<file path="config.mk">
export PLATFORM = sky130hd
export DESIGN_NAME = mch_tx
export DESIGN_NICKNAME = d
export VERILOG_FILES = /design/src/rtl/mch_tx_pkg.sv /design/src/rtl/mch_tx_tick.sv /design/src/rtl/mch_tx.sv
export SDC_FILE = /design/constraint.sdc
export NUM_CORES = 1
export LEC_CHECK = 0
export ABC_AREA = 1
export CAP_MARGIN = 5
export CORE_MARGIN = 10
export CORE_UTILIZATION = 45
export DETAILED_ROUTE_END_ITERATION = 10
export DONT_BUFFER_PORTS = 1
export HOLD_SLACK_MARGIN = 0.08
export MAX_ROUTING_LAYER = met4
export PLACE_DENSITY = 0.6
export REMOVE_ABC_BUFFERS = 1
export SLEW_MARGIN = 25
export SYNTH_ARGS = -nofsm -noshare
export SYNTH_HDL_FRONTEND = slang
export SYNTH_HIERARCHICAL = 1
export SYNTH_SLANG_ARGS = --single-unit
</file>
<file path="constraint.sdc">
create_clock -name clk -period 2.22 [get_ports clk]
set_input_delay 0.444 -clock clk [delete_from_list [all_inputs] [get_ports clk]]
set_output_delay 0.444 -clock clk [all_outputs]
set_load 0.05 [all_outputs]
</file>
<file path="src/rtl/mch_tx_pkg.sv">
// Shared constants, FSM encoding and latched-frame type for the Manchester TX path.
package mch_tx_pkg;

  localparam logic [7:0] MCH_SYNC   = 8'hD5;
  localparam int         MCH_MAX_PD = 4;

  typedef enum logic [2:0] {
    S_IDLE,
    S_PRE,
    S_SYNC,
    S_LEN,
    S_DATA
  } state_t;

  typedef struct packed {
    logic [7:0]                  len;
    logic [2:0]                  n;
    logic [MCH_MAX_PD-1:0][7:0]  pd;
  } frame_t;

  // Payload bytes actually sent: length clamped to MCH_MAX_PD.
  function automatic logic [2:0] pd_count(input logic [7:0] len);
    return (len > 8'(MCH_MAX_PD)) ? 3'(MCH_MAX_PD) : len[2:0];
  endfunction

endpackage

</file>
<file path="src/rtl/mch_tx_tick.sv">
// Half-bit tick generator: tick pulses in the last cycle of every HALF_DIV-cycle half-bit.
module mch_tx_tick #(
  parameter int HALF_DIV = 25
) (
  input  logic clk,
  input  logic rst,
  input  logic clr,
  input  logic en,
  output logic tick
);

  localparam int CW = $clog2(HALF_DIV);

  logic [CW-1:0] cnt;

  assign tick = en && (cnt == CW'(HALF_DIV - 1));

  always_ff @(posedge clk or negedge rst) begin
    if (!rst)              cnt <= '0;
    else if (clr || tick)  cnt <= '0;
    else if (en)           cnt <= cnt + 1'b1;
  end

endmodule

</file>
<file path="src/rtl/mch_tx.sv">
// Manchester frame transmitter: PRE, SYNC, LEN, payload; MSB first, '1' = low->high.
module mch_tx
  import mch_tx_pkg::*;
#(
  parameter int HALF_DIV = 25,
  parameter int PRE_BITS = 16
) (
  input  logic       clk,
  input  logic       rst,
  input  logic       start,
  input  logic [7:0] length,
  input  logic [7:0] pd0,
  input  logic [7:0] pd1,
  input  logic [7:0] pd2,
  input  logic [7:0] pd3,
  output logic       txsd,
  output logic       busy,
  output logic       done
);

  localparam int PW = $clog2(PRE_BITS);

  state_t          state, state_nxt;
  frame_t          frm;
  logic [7:0]      sh, sh_nxt;
  logic [2:0]      bit_idx, bit_nxt;
  logic [1:0]      byte_idx, byte_nxt;
  logic [PW-1:0]   pre_cnt, pre_nxt;
  logic            phase, phase_nxt;
  logic            txsd_nxt, done_nxt;
  logic            tick, accept, bit_end;

  assign busy    = (state != S_IDLE);
  assign accept  = start && !busy;
  assign bit_end = tick && phase;

  mch_tx_tick #(.HALF_DIV(HALF_DIV)) u_tick (
    .clk  (clk),
    .rst  (rst),
    .clr  (accept),
    .en   (busy),
    .tick (tick)
  );

  always_comb begin
    state_nxt = state;
    sh_nxt    = sh;
    bit_nxt   = bit_idx;
    byte_nxt  = byte_idx;
    pre_nxt   = pre_cnt;
    phase_nxt = phase;
    txsd_nxt  = txsd;
    done_nxt  = 1'b0;
    if (state == S_IDLE) begin
      if (accept) begin
        state_nxt = S_PRE;
        pre_nxt   = '0;
        phase_nxt = 1'b0;
        txsd_nxt  = 1'b0;  // first half of the leading preamble '1'
      end
    end else if (tick && !phase) begin
      phase_nxt = 1'b1;
      txsd_nxt  = (state == S_PRE) ? ~pre_cnt[0] : sh[7];
    end else if (bit_end) begin
      phase_nxt = 1'b0;
      bit_nxt   = bit_idx + 3'd1;
      sh_nxt    = {sh[6:0], 1'b0};
      case (state)
        S_PRE:
          if (pre_cnt == PW'(PRE_BITS - 1)) begin
            state_nxt = S_SYNC;
            sh_nxt    = MCH_SYNC;
            bit_nxt   = '0;
          end else begin
            pre_nxt = pre_cnt + 1'b1;
          end
        S_SYNC:
          if (bit_idx == 3'd7) begin
            state_nxt = S_LEN;
            sh_nxt    = frm.len;
          end
        S_LEN:
          if (bit_idx == 3'd7) begin
            if (frm.n == 3'd0) begin
              state_nxt = S_IDLE;
            end else begin
              state_nxt = S_DATA;
              sh_nxt    = frm.pd[0];
              byte_nxt  = '0;
            end
          end
        S_DATA:
          if (bit_idx == 3'd7) begin
            if ({1'b0, byte_idx} == frm.n - 3'd1) begin
              state_nxt = S_IDLE;
            end else begin
              byte_nxt = byte_idx + 2'd1;
              sh_nxt   = frm.pd[byte_idx + 2'd1];
            end
          end
        default: ;
      endcase
      // Line either returns to idle or starts the first half of the next bit.
      if (state_nxt == S_IDLE) begin
        txsd_nxt = 1'b1;
        done_nxt = 1'b1;
      end else begin
        txsd_nxt = (state_nxt == S_PRE) ? pre_nxt[0] : ~sh_nxt[7];
      end
    end
  end

  always_ff @(posedge clk or negedge rst) begin
    if (!rst) begin
      state    <= S_IDLE;
      sh       <= '0;
      bit_idx  <= '0;
      byte_idx <= '0;
      pre_cnt  <= '0;
      phase    <= 1'b0;
      txsd     <= 1'b1;
      done     <= 1'b0;
    end else begin
      state    <= state_nxt;
      sh       <= sh_nxt;
      bit_idx  <= bit_nxt;
      byte_idx <= byte_nxt;
      pre_cnt  <= pre_nxt;
      phase    <= phase_nxt;
      txsd     <= txsd_nxt;
      done     <= done_nxt;
    end
  end

  always_ff @(posedge clk or negedge rst) begin
    if (!rst)        frm <= '0;
    else if (accept) frm <= '{len: length, n: pd_count(length), pd: {pd3, pd2, pd1, pd0}};
  end

endmodule

</file>
# == After elaboration in Yosys (flattened, before gate mapping) ==
# Cells that the tools add are included.
# totals
output_inout_bits,3
word_cells,120
regBits,71
# op_classes
n_mux,56
eq_ne,16
n_addsub,5
order_cmp,2
n_bitwise,4
reduce_logical,21
# op_table
cell,n
2-to-1 mux 8 bit,10
2-to-1 mux 3 bit,16
case mux 8 bit (4 select lines),1
2-to-1 mux 4 bit,6
binary-select mux 8 bit (select 2 bit),1
2-to-1 mux 1 bit,14
"inequality test 2 bit, second input constant",6
case mux 3 bit (4 select lines),1
2-to-1 mux 5 bit,2
zero test 3 bit,3
"greater-than comparator 8 x 3 -> 1 bit, second input constant",1
2-to-1 mux 2 bit,4
AND reduction 8 bit,1
nonzero test 2 bit,4
"== test 3 x 1 -> 1 bit, second input constant",2
"== test 3 x 2 -> 1 bit, second input constant",2
"== test 3 bit, second input constant",2
AND reduction 3 bit,2
nonzero test 3 bit,2
"adder 5 x 1 -> 5 bit, second input constant",1
"== test 5 bit, second input constant",1
AND reduction 5 bit,1
"adder 4 x 1 -> 4 bit, second input constant",1
"== test 4 bit, second input constant",1
other kinds (12),19

# == Logic depth before layout (Yosys ltp) ==
# Gate-level depths: netlist of run 1.
# depth
depth_word,15
mapped_depth,14
mapped_depth_nobuf,14

# == Modules after synthesis ==
# The synthesis of run 1 kept the hierarchy.
# by_module_without_submodules
module,cells_each,area_per_inst_um2,n_inst
mch_tx,459,3430.8,1
mch_tx_tick,37,334.1,1

# == Least setup slack after synthesis of run 1 ==
# Ideal clock, no wire load.
# synth_path
path_type,register -> register
start,reg state[2]
end,reg sh[6]
arrival_time_ns,2.017
setup_ns,0.128
path_buffers,1
path_stages_with_launch,11
slack_ns,0.075
path_cell_list,dfrtp_1 nor2_2 nand2_2 buf_6 nand3_4 nor2_1 nand3_4 nor2_2 nand2_1 a21oi_1 a31oi_1
# synth_between
elab_chain_cells,5
elab_cells_between_ends,16
# synth_lines
element,line_no,text
from (decl),mch_tx.sv:23,"state_t state, state_nxt;"
from (signal assigned),mch_tx.sv:124,state <= state_nxt;
nonzero test 3 bit *,mch_tx.sv:33,assign busy = (state != S_IDLE);
named net busy,mch_tx.sv:17,"output logic busy,"
logical AND 1 bit *,mch_tx_tick.sv:16,assign tick = en && (cnt == CW'(HALF_DIV - 1));
named net tick,mch_tx.sv:31,"logic tick, accept, bit_end;"
logical AND 1 bit,mch_tx.sv:61,end else if (tick && !phase) begin
NOT 1 bit (no source line),-,
AND reduction 3 bit (no source line) *,-,
to (signal assigned),mch_tx.sv:125,sh <= sh_nxt;
to (decl),mch_tx.sv:25,"logic [7:0] sh, sh_nxt;"
# The timed path passes the listed nets; every way through them passes the cells marked *. The select of a mux whose other input is x is not followed.
# A chain may end at the register's enable or synchronous reset.

# == Final worst setup path of run 1 ==
# layout_path
start,reg state[0]
end,reg sh[6]
# layout_between
elab_chain_cells,5
elab_cells_between_ends,16
# layout_lines
element,line_no
nonzero test 3 bit *,mch_tx.sv:33
logical AND 1 bit *,mch_tx_tick.sv:16
named net tick,mch_tx.sv:31
logical AND 1 bit,mch_tx.sv:61
NOT 1 bit (no source line),-
AND reduction 3 bit (no source line) *,-
# Marked as above.

==> flow_results.org, run 1 <==
** Floorplanning
- For this configuration, the core starts out at a cell density of 46.05%.
- The core region is a little over 8000 µm².
- 46 I/O pins were placed.
- The initialized floorplan defines 33 standard-cell rows.
- Die Y :: between 100 and 150 µm
- Die outline area :: 12420 µm²
- In this run the horizontal extent of the chip is ~110 µm.

** Global route
- Entering global routing, the biggest net connects between 70 and 80 pins.
- The via count of the first global-routing pass was between 3000 and 4000.
- Number of antenna violations at the first check in global routing :: 0
- GRT overflow :: 0
- The first global-routing pass estimated 15630 µm of wire.
- GR Util All Layers :: 15.45%

** STA
- Setup repair after global routing left no endpoint under its margin.
- FMAX :: 514.3 MHz
- The final critical path takes up 87.59% of the cycle.
- Worst-Margin Slew :: 0.4433 ns
- Number of max-slew violations in the final report :: 0
- The clock arrives with 0.01131 ns of skew.
- In this run the tightest slew margin relative to its limit is 70.47%.
- The number of failing hold endpoints at the final stage was 0.
- Final count of negative-setup-slack endpoints :: 0
- Clock period minus final worst setup slack :: 1.945 ns

** Routing
- Via count :: 3152
- Routed WL :: 9074 µm
- Vias per inst :: around 5.1
- In this run the remaining antenna-violating nets after routing total 0.
- Iter 0 DRT Violations :: ~160
- The first detailed-routing pass ran for 5 iterations.
- For this run, design rule violations remaining after detail routing come to 0.
- Average detailed-routed wire length per instance :: 14.73 µm

** Min path
- Start point of the worst hold path :: pd1[6]
- Worst hold-check path type :: in -> reg
- The path with the worst hold slack has its endpoint at frm[14].
- The worst hold path was traced through 2 stages.

** Setup path
- The worst register-to-register path has a setup slack of 0.28 ns.
- Capture point of the worst reg-to-reg path :: sh[6]
- Crit path max fanout :: 9
- CP endpoint kind :: register
- Worst EP required :: 2.45 ns
- Data on the critical path arrives at its endpoint at 2.18 ns.
- The setup path with the least slack is of type reg -> reg.
- Source of the worst register-to-register timing path :: state[0]
- The worst setup path is launched from a register.
- Counting cells, the worst reg-to-reg path comes to 9.

** Synthesis
- After synthesis, the netlist uses 36 different library cells.
- Post-Synthesis Cells :: 496
- Summing every instance area after synthesis gives between 3000 and 4000 µm².
- During synthesis, Yosys emitted a total of 6 warnings.
- Proportion of synthesized chip area in sequential cells :: 47.22%
- Dividing the synthesized area by the synthesized cell count gives ~7.6 µm².
- Total of flip-flops plus latches after synthesis :: 71

** Clock network
- Counting every sink on the clock net gives around 70.
- In this run the post-CTS setup repair buffer count came out at 0.
- TritonCTS created 9 clock buffers.
- The clock reaches the later pin of the worst-skew pair after 0.35 ns.
- CTS H-tree lvls :: 3
- Clock-pin slew on the worst setup and hold paths :: ~0.080 ns
- The cell sitting at the root of the clock tree is a sky130_fd_sc_hd__clkbuf_8.
- CTS tree :: built
- Max Root-Sink Buffers :: 2

** Layout
- Commonest cells after routing, fill and taps aside :: 186 x sky130_fd_sc_hd__nand2_1, 70 x sky130_fd_sc_hd__dfrtp_1, 40 x sky130_fd_sc_hd__nor2_1, 33 x sky130_fd_sc_hd__inv_1
- Post-layout utilization of the core :: 50.81%
- Leading cell type in the layout, fill and taps excluded :: sky130_fd_sc_hd__nand2_1
- The post-route netlist has 12.52% of its cells at a drive strength greater than 1.
- Antenna Cells :: 0
- Post-layout net count :: 556
- Once layout is done, the placed cells without fillers occupy between 4000 and 5000 µm².
- From synthesis to final layout, the design area changed by 10.34%.

** Place
- Placer Congestion :: 0.9210
- Final HPWL DP :: 6740 µm
- Placed standard-cell area :: 3916 µm²
- Count of buffers from port buffering :: 0

** Power and ir drop
- For this design the ratio of total power to cell area is 572.6 nW/µm².
- Leakage :: 0.002180 µW
- Total power :: 2378 µW
- Across the VDD grid, the largest voltage drop is 291.9 µV.

** Flow run
- Across the run, the number of max-cap violations was 0.

** Status
- The flow ran to the end, and the final reports show no timing, DRC or antenna violations.
==> sequential cells by signal (all words and copies together) (netlist names) <==
register,cells
bit_idx,3
byte_idx,2
done,1
frm,43
phase,1
pre_cnt,4
sh,8
state,3
txsd,1
u_tick/cnt,5
==> final cells by class <==
class,count,area [µm²]
fill,822,4021
sequential,71,1778
multi-input combinational,364,1745
inverter,49,183.9
tap,105,131.4
clock buffer,10,127.6
timing repair buffer,11,117.6
clock inverter,6,70.07
==> cell families after synthesis <==
kind of cell	after synthesis	share of synthesized area, %
and+or+nand+nor	276	30.84
AOI/OAI and AO/OA	78	12.43
DFF	71	47.23
buffers and inverters	61	6.480
adders and majority gates	7	2.326
xor gates and xnor gates	3	0.6980
==> metal layers <==
| layer | part of all wire [%] | vias up | GRT usage [%] |
|---|---|---|---|
| met5 | 0 | - | - |
| met3 | 4.2 | 6 | 3.811 |
| li1 | - | 1612 | - |
| met1 | 47 | 1469 | 19.60 |
| met4 | 0.98 | 0 | 4.370 |
| met2 | 48 | 65 | 23.95 |
==> worst max-delay path by stage <==
stage	start	to	slack, ns	cells after the start
after detailed placement	frm[32]	sh[5]	0.23	12
after CTS	frm[32]	sh[5]	0.21	12
after global placement	frm[32]	sh[5]	0.27	12
after floorplan	state[1]	u_tick/cnt[3]	-0.37	7
final	state[0]	sh[6]	0.28	9
after global routing	state[0]	byte_idx[1]	0.04	10
==> synthesized netlist by cell type (all sizes together) <==
| cell type | n | area share (%) |
|---|---|---|
| nand2 | 196 | 20 |
| dfrtp | 70 | 47 |
| inv | 48 | 4.8 |
| nor2 | 46 | 5.1 |
| o21ai | 33 | 4.5 |
| nand3 | 25 | 4.1 |
| a21oi | 21 | 2.9 |
| buf | 7 | 1.1 |
| ha | 7 | 2.3 |
| o22ai | 6 | 1.0 |
| clkbuf | 5 | 0.50 |
| nor3 | 5 | 0.66 |
| a22o | 4 | 0.93 |
| a31oi | 4 | 0.66 |
| nand4 | 4 | 0.66 |
| o211ai | 4 | 0.80 |
| a22oi | 2 | 0.40 |
| o21bai | 2 | 0.80 |
| xor2 | 2 | 0.47 |
| clkinv | 1 | 0.10 |
| dfstp | 1 | 0.70 |
| o2111ai | 1 | 0.23 |
| o221ai | 1 | 0.23 |
| xnor2 | 1 | 0.23 |
==> worst max-delay path, cell delays in order (launching register included) <==
cell,delay [ns]
sky130_fd_sc_hd__dfrtp_1,0.46
sky130_fd_sc_hd__inv_1,0.11
sky130_fd_sc_hd__nand2_2,0.21
sky130_fd_sc_hd__nand3_4,0.11
sky130_fd_sc_hd__nor2_1,0.22
sky130_fd_sc_hd__nand3_4,0.16
sky130_fd_sc_hd__nor2_2,0.28
sky130_fd_sc_hd__nand2_1,0.08
sky130_fd_sc_hd__a21oi_1,0.12
sky130_fd_sc_hd__a31oi_1,0.09
==> power by group <==
part | internal (µW) | leakage, µW | switching (µW) | total [µW]
Sequential | 1290 | 0.000903 | 0 | 1290
Clock | 525 | 0.0000891 | 526 | 1050
Combinational | 7.26 | 0.00119 | 27.4 | 34.7
Total | 1820 | 0.00218 | 554 | 2380
==> per-stage QoR <==
| stage | worst slack, ns | instances | setup TNS, ns | hold WS (ns) |
|---|---|---|---|---|
| final | 0.2755 | 616 | 0 | 0.1987 |
| after global routing | 0.04401 | 616 | 0 | 0.1806 |
| after CTS | 0.2069 | 616 | 0 | 0.1851 |
| after detailed placement | 0.2255 | 598 | 0 | 0.1515 |
| after global placement | 0.2685 | 598 | 0 | 0.1515 |
| after floorplan | -0.3688 | 484 | -9.624 | 0.1484 |
==> timing repair <==
| action | CTS | global route |
|---|---|---|
| hold buffers | 2 | 0 |
| endpoints found under the setup margin | 0 | 1 |
| hold endpoints to repair | 71 | 0 |
| resized for setup | 0 | 1 |
Power figures use the tool's default switching activity.
==> inputs of run 2 (changes only) <==
--- a/config.mk
+++ b/config.mk
@@ -12,10 +12,9 @@
 export DETAILED_ROUTE_END_ITERATION = 10
 export DONT_BUFFER_PORTS = 1
 export HOLD_SLACK_MARGIN = 0.08
-export MAX_ROUTING_LAYER = met4
 export PLACE_DENSITY = 0.6
 export REMOVE_ABC_BUFFERS = 1
-export SLEW_MARGIN = 25
+export SLEW_MARGIN = 20
 export SYNTH_ARGS = -nofsm -noshare
 export SYNTH_HDL_FRONTEND = slang
 export SYNTH_HIERARCHICAL = 1
==> run 2 against run 1 <==
  * Core utilization unchanged
  * Sequential share of layout area stayed put
  * Largest cell class unchanged
  * Global-route usage decreased by 0.45 points
  * Largest power group unchanged
  * Critical path type unchanged
==> flow_results.org, run 2 (synthesized netlist as in run 1, its figures left out) <==
** Status
- The flow ran to the end, and the final reports show no timing, DRC or antenna violations.

** Clock network
- The clock latency on the worst-skew pair came to 0.35 ns (about the same).
- Post-CTS Setup Inserts :: 0 (unchanged)
- The root buffer cell chosen for the clock tree is sky130_fd_sc_hd__clkbuf_8.
- The level count of the clock H-tree was 3 (unchanged).
- Max Root-Sink Buffers :: 2 (unchanged)
- The register clock-pin slew on the reported worst setup and hold paths was 0.08 ns (about the same).
- TritonCTS built the clock tree.
- Clock sink count :: 71 (unchanged)
- Clock buffers created by TritonCTS :: 9 (unchanged)

** Setup path
- Family of cells with the greatest summed delay on the critical path :: simple AND/OR/NAND/NOR gates
- Buffering stage count on the worst path with inverters included :: 1 (unchanged)
- Max stage delay on crit path :: 0.45 ns (about the same)
- Worst path slowest cell :: sky130_fd_sc_hd__dfrtp_1
- STA classifies the critical path endpoint as a register.
- Library cell appearing most often on the critical path :: sky130_fd_sc_hd__nand3_4
- Worst EP required :: 2.46 ns (about the same)
- Crit path max fanout :: 9 (unchanged)
- The signal on the critical path passes through inv_1, nand2_2, nand3_4, nor2_1, nand3_4, nor2_2, nand2_1, a21oi_1, a31oi_1.
- The arrival time at the worst endpoint is 2.20 ns (+0.02 ns).
- The critical path is of the reg -> reg type.
- Startpoint type of the worst setup path :: register

** Place
- The final weighted congestion in routability-driven placement is 0.9055 (-1.7%).
- The detailed-placement wirelength estimate is 6740 µm (unchanged).
- The port buffer count was 0 (unchanged).
- The placed cell count was 598 (unchanged).
- The instance area at placement was 3916 µm² (unchanged).

** Floorplanning
- Core area :: 8175 µm² (unchanged)
- The initial core utilization is 46.05% (unchanged).
- Boundary Pins :: 46 (unchanged)
- The number of rows in the core area is 33 (unchanged).
- Chip Width :: 111.5 µm (unchanged)
- The vertical die dimension is 111.5 µm (unchanged).
- The area enclosed by the die boundary is 12420 µm² (unchanged).

** STA
- The portion of the clock cycle consumed by the worst path in the final layout came to 88.37% (+0.77 points).
- Clock period minus final worst setup slack :: 1.962 ns (+0.01719 ns)
- The timing-limited maximum frequency came to 509.8 MHz (-0.88%).
- Unrepaired setup endpoints after global routing :: false
- The final-report max-slew violation count came to 0 (unchanged).
- The number of failing hold endpoints at the final stage came to 0 (unchanged).
- The number of endpoints failing setup at the final stage came to 0 (unchanged).
- Clock skew :: 0.01154 ns (+0.0002359 ns)
- Worst slew margin relative to its limit :: 70.47% (about the same)
- The transition at the pin with the smallest max-transition slack was 0.4433 ns (-0.000005484 ns).

** Routing
- Remaining design rule violation count :: 0 (unchanged)
- Average detailed-routed wire length per instance :: 14.81 µm (+0.54%)
- Routed WL :: 9123 µm (+0.54%)
- Via count :: 3178 (+0.82%)
- The via-per-instance ratio was 5.159 (+0.82%).
- Router iterations before antenna repair :: 4 (-1)
- The remaining antenna violation count after routing was 0 (unchanged).
- Iter 0 DRT Violations :: 134 (-15%)

** Global route
- The pin count of the biggest net entering global routing was 72 (unchanged).
- GR Util All Layers :: 15.00% (-0.45 points)
- The via count of the first global-routing pass is 3232 (+0.25%).
- The total grt overflow was 0 (unchanged).
- The number of antenna violations at the first check in global routing is 0 (unchanged).
- Wire length of the first global-routing pass :: 15620 µm (about the same)

** Layout
- Largest registers :: frm x43, sh x8, u_tick/cnt x5
- The share of post-route cells with drive strength above 1 was 12.52% (unchanged).
- In the layout the commonest cells are 186 x sky130_fd_sc_hd__nand2_1, 70 x sky130_fd_sc_hd__dfrtp_1, 40 x sky130_fd_sc_hd__nor2_1, 33 x sky130_fd_sc_hd__inv_1.
- The layout overhead on the synthesized area was 10.34% (unchanged).
- The number of non-filler instances in the completed layout is 616 (unchanged).
- The net total in the final layout is 556 (unchanged).
- Antenna Cells :: 0 (unchanged)
- Leading cell type in the layout, fill and taps excluded :: sky130_fd_sc_hd__nand2_1
- The post-route core utilization came to 50.81% (unchanged).
- Number of fill cells :: 822 (unchanged)
- Final instance area :: 4154 µm² (unchanged)
- Max reg flops :: 43 (unchanged)
- Register with the most flip-flops :: frm

** Power and ir drop
- Switching power summed over all nets :: 556.2 µW (+0.43%)
- Clk network pwr share :: 44.3% (about the same)
- The sequential share of power was 54.3% (about the same).
- Internal cell power :: 1824 µW (about the same)
- Share of power burned in combinational logic :: 1.5% (about the same)
- Sw frac :: 23.36% (+0.078 points)
- The power density of the placed cells is 573.1 nW/µm² (about the same).
- The leakage dissipation is 0.002180 µW (unchanged).
- The maximum ir drop on the vdd rail is 292.7 µV (+0.24%).

** Flow run
- Max Cap Viol :: 0 (unchanged)

** Min path
- The worst hold path belongs to the class in -> reg.
run 2: cell counts in the layout (fill, tap and decap cells not counted):
No cell type changed its count.
run 2: layout make-up:
class                   count  area [µm²]  share of cell area (%)
flip-flops and latches     71        1778                   42.80
well taps                 105       131.4                   3.163
inverters                  49       183.9                   4.428
repair buffers             11       117.6                   2.831
multi-input cells         364        1745                   42.02
clock inverters             6       70.07                   1.687
clock buffers              10       127.6                   3.072
run 2: worst paths after layout:
check | start | to | slack, ns | cells past startpoint
setup / recovery | state[0] | sh[6] | 0.26 | 9
hold / removal | pd1[6] | frm[14] | 0.20 | 2
setup reg to reg | state[0] | sh[6] | 0.26 | 9
hold reg to reg | bit_idx[0] | bit_idx[0] | 0.48 | 1
max in group asynchronous | rst | frm[27] | 1.20 | 2
min in group asynchronous | rst | sh[2] | 0.71 | 2
run 2: per-stage QoR:
| step | hold slack, ns | total power [µW] | setup TNS, ns | setup WS, ns |
|---|---|---|---|---|
| 6_report | 0.1956 | 2381 | 0 | 0.2583 |
| 2_1_floorplan | 0.1484 | 1320 | -9.624 | -0.3688 |
| 3_5_place_dp | 0.1515 | 1320 | 0 | 0.2255 |
| 3_3_place_gp | 0.1515 | 1320 | 0 | 0.2685 |
| 4_1_cts | 0.1851 | 2402 | 0 | 0.2069 |
| 5_1_grt | 0.1805 | 2475 | 0 | 0.04397 |
run 2: repair_timing:
action                                  CTS  global route
hold buffers                              2             0
endpoints found under the hold margin    71             0
endpoints found under the setup margin    0             1
gates resized for setup                   0             1
run 2: power by group through the flow:
stage / Combinational [µW] / Sequential [µW] / Clock [µW]
floorplan: 1.84 / 1320 / 0
global placement: 2.26 / 1320 / 0
detailed placement: 2.35 / 1320 / 0
CTS: 37.3 / 1290 / 1070
global route: 40.5 / 1290 / 1140
finish: 34.9 / 1290 / 1050
run 2: per-layer routing:
| metal | global-route usage [%] | vias to the layer above | share of wire (%) |
|---|---|---|---|
| li1 | - | 1620 | - |
| met1 | 19.34 | 1477 | 46 |
| met2 | 23.99 | 68 | 47 |
| met3 | 4.133 | 13 | 4.9 |
| met4 | 4.370 | 0 | 1.5 |
| met5 | 0 | - | 0 |
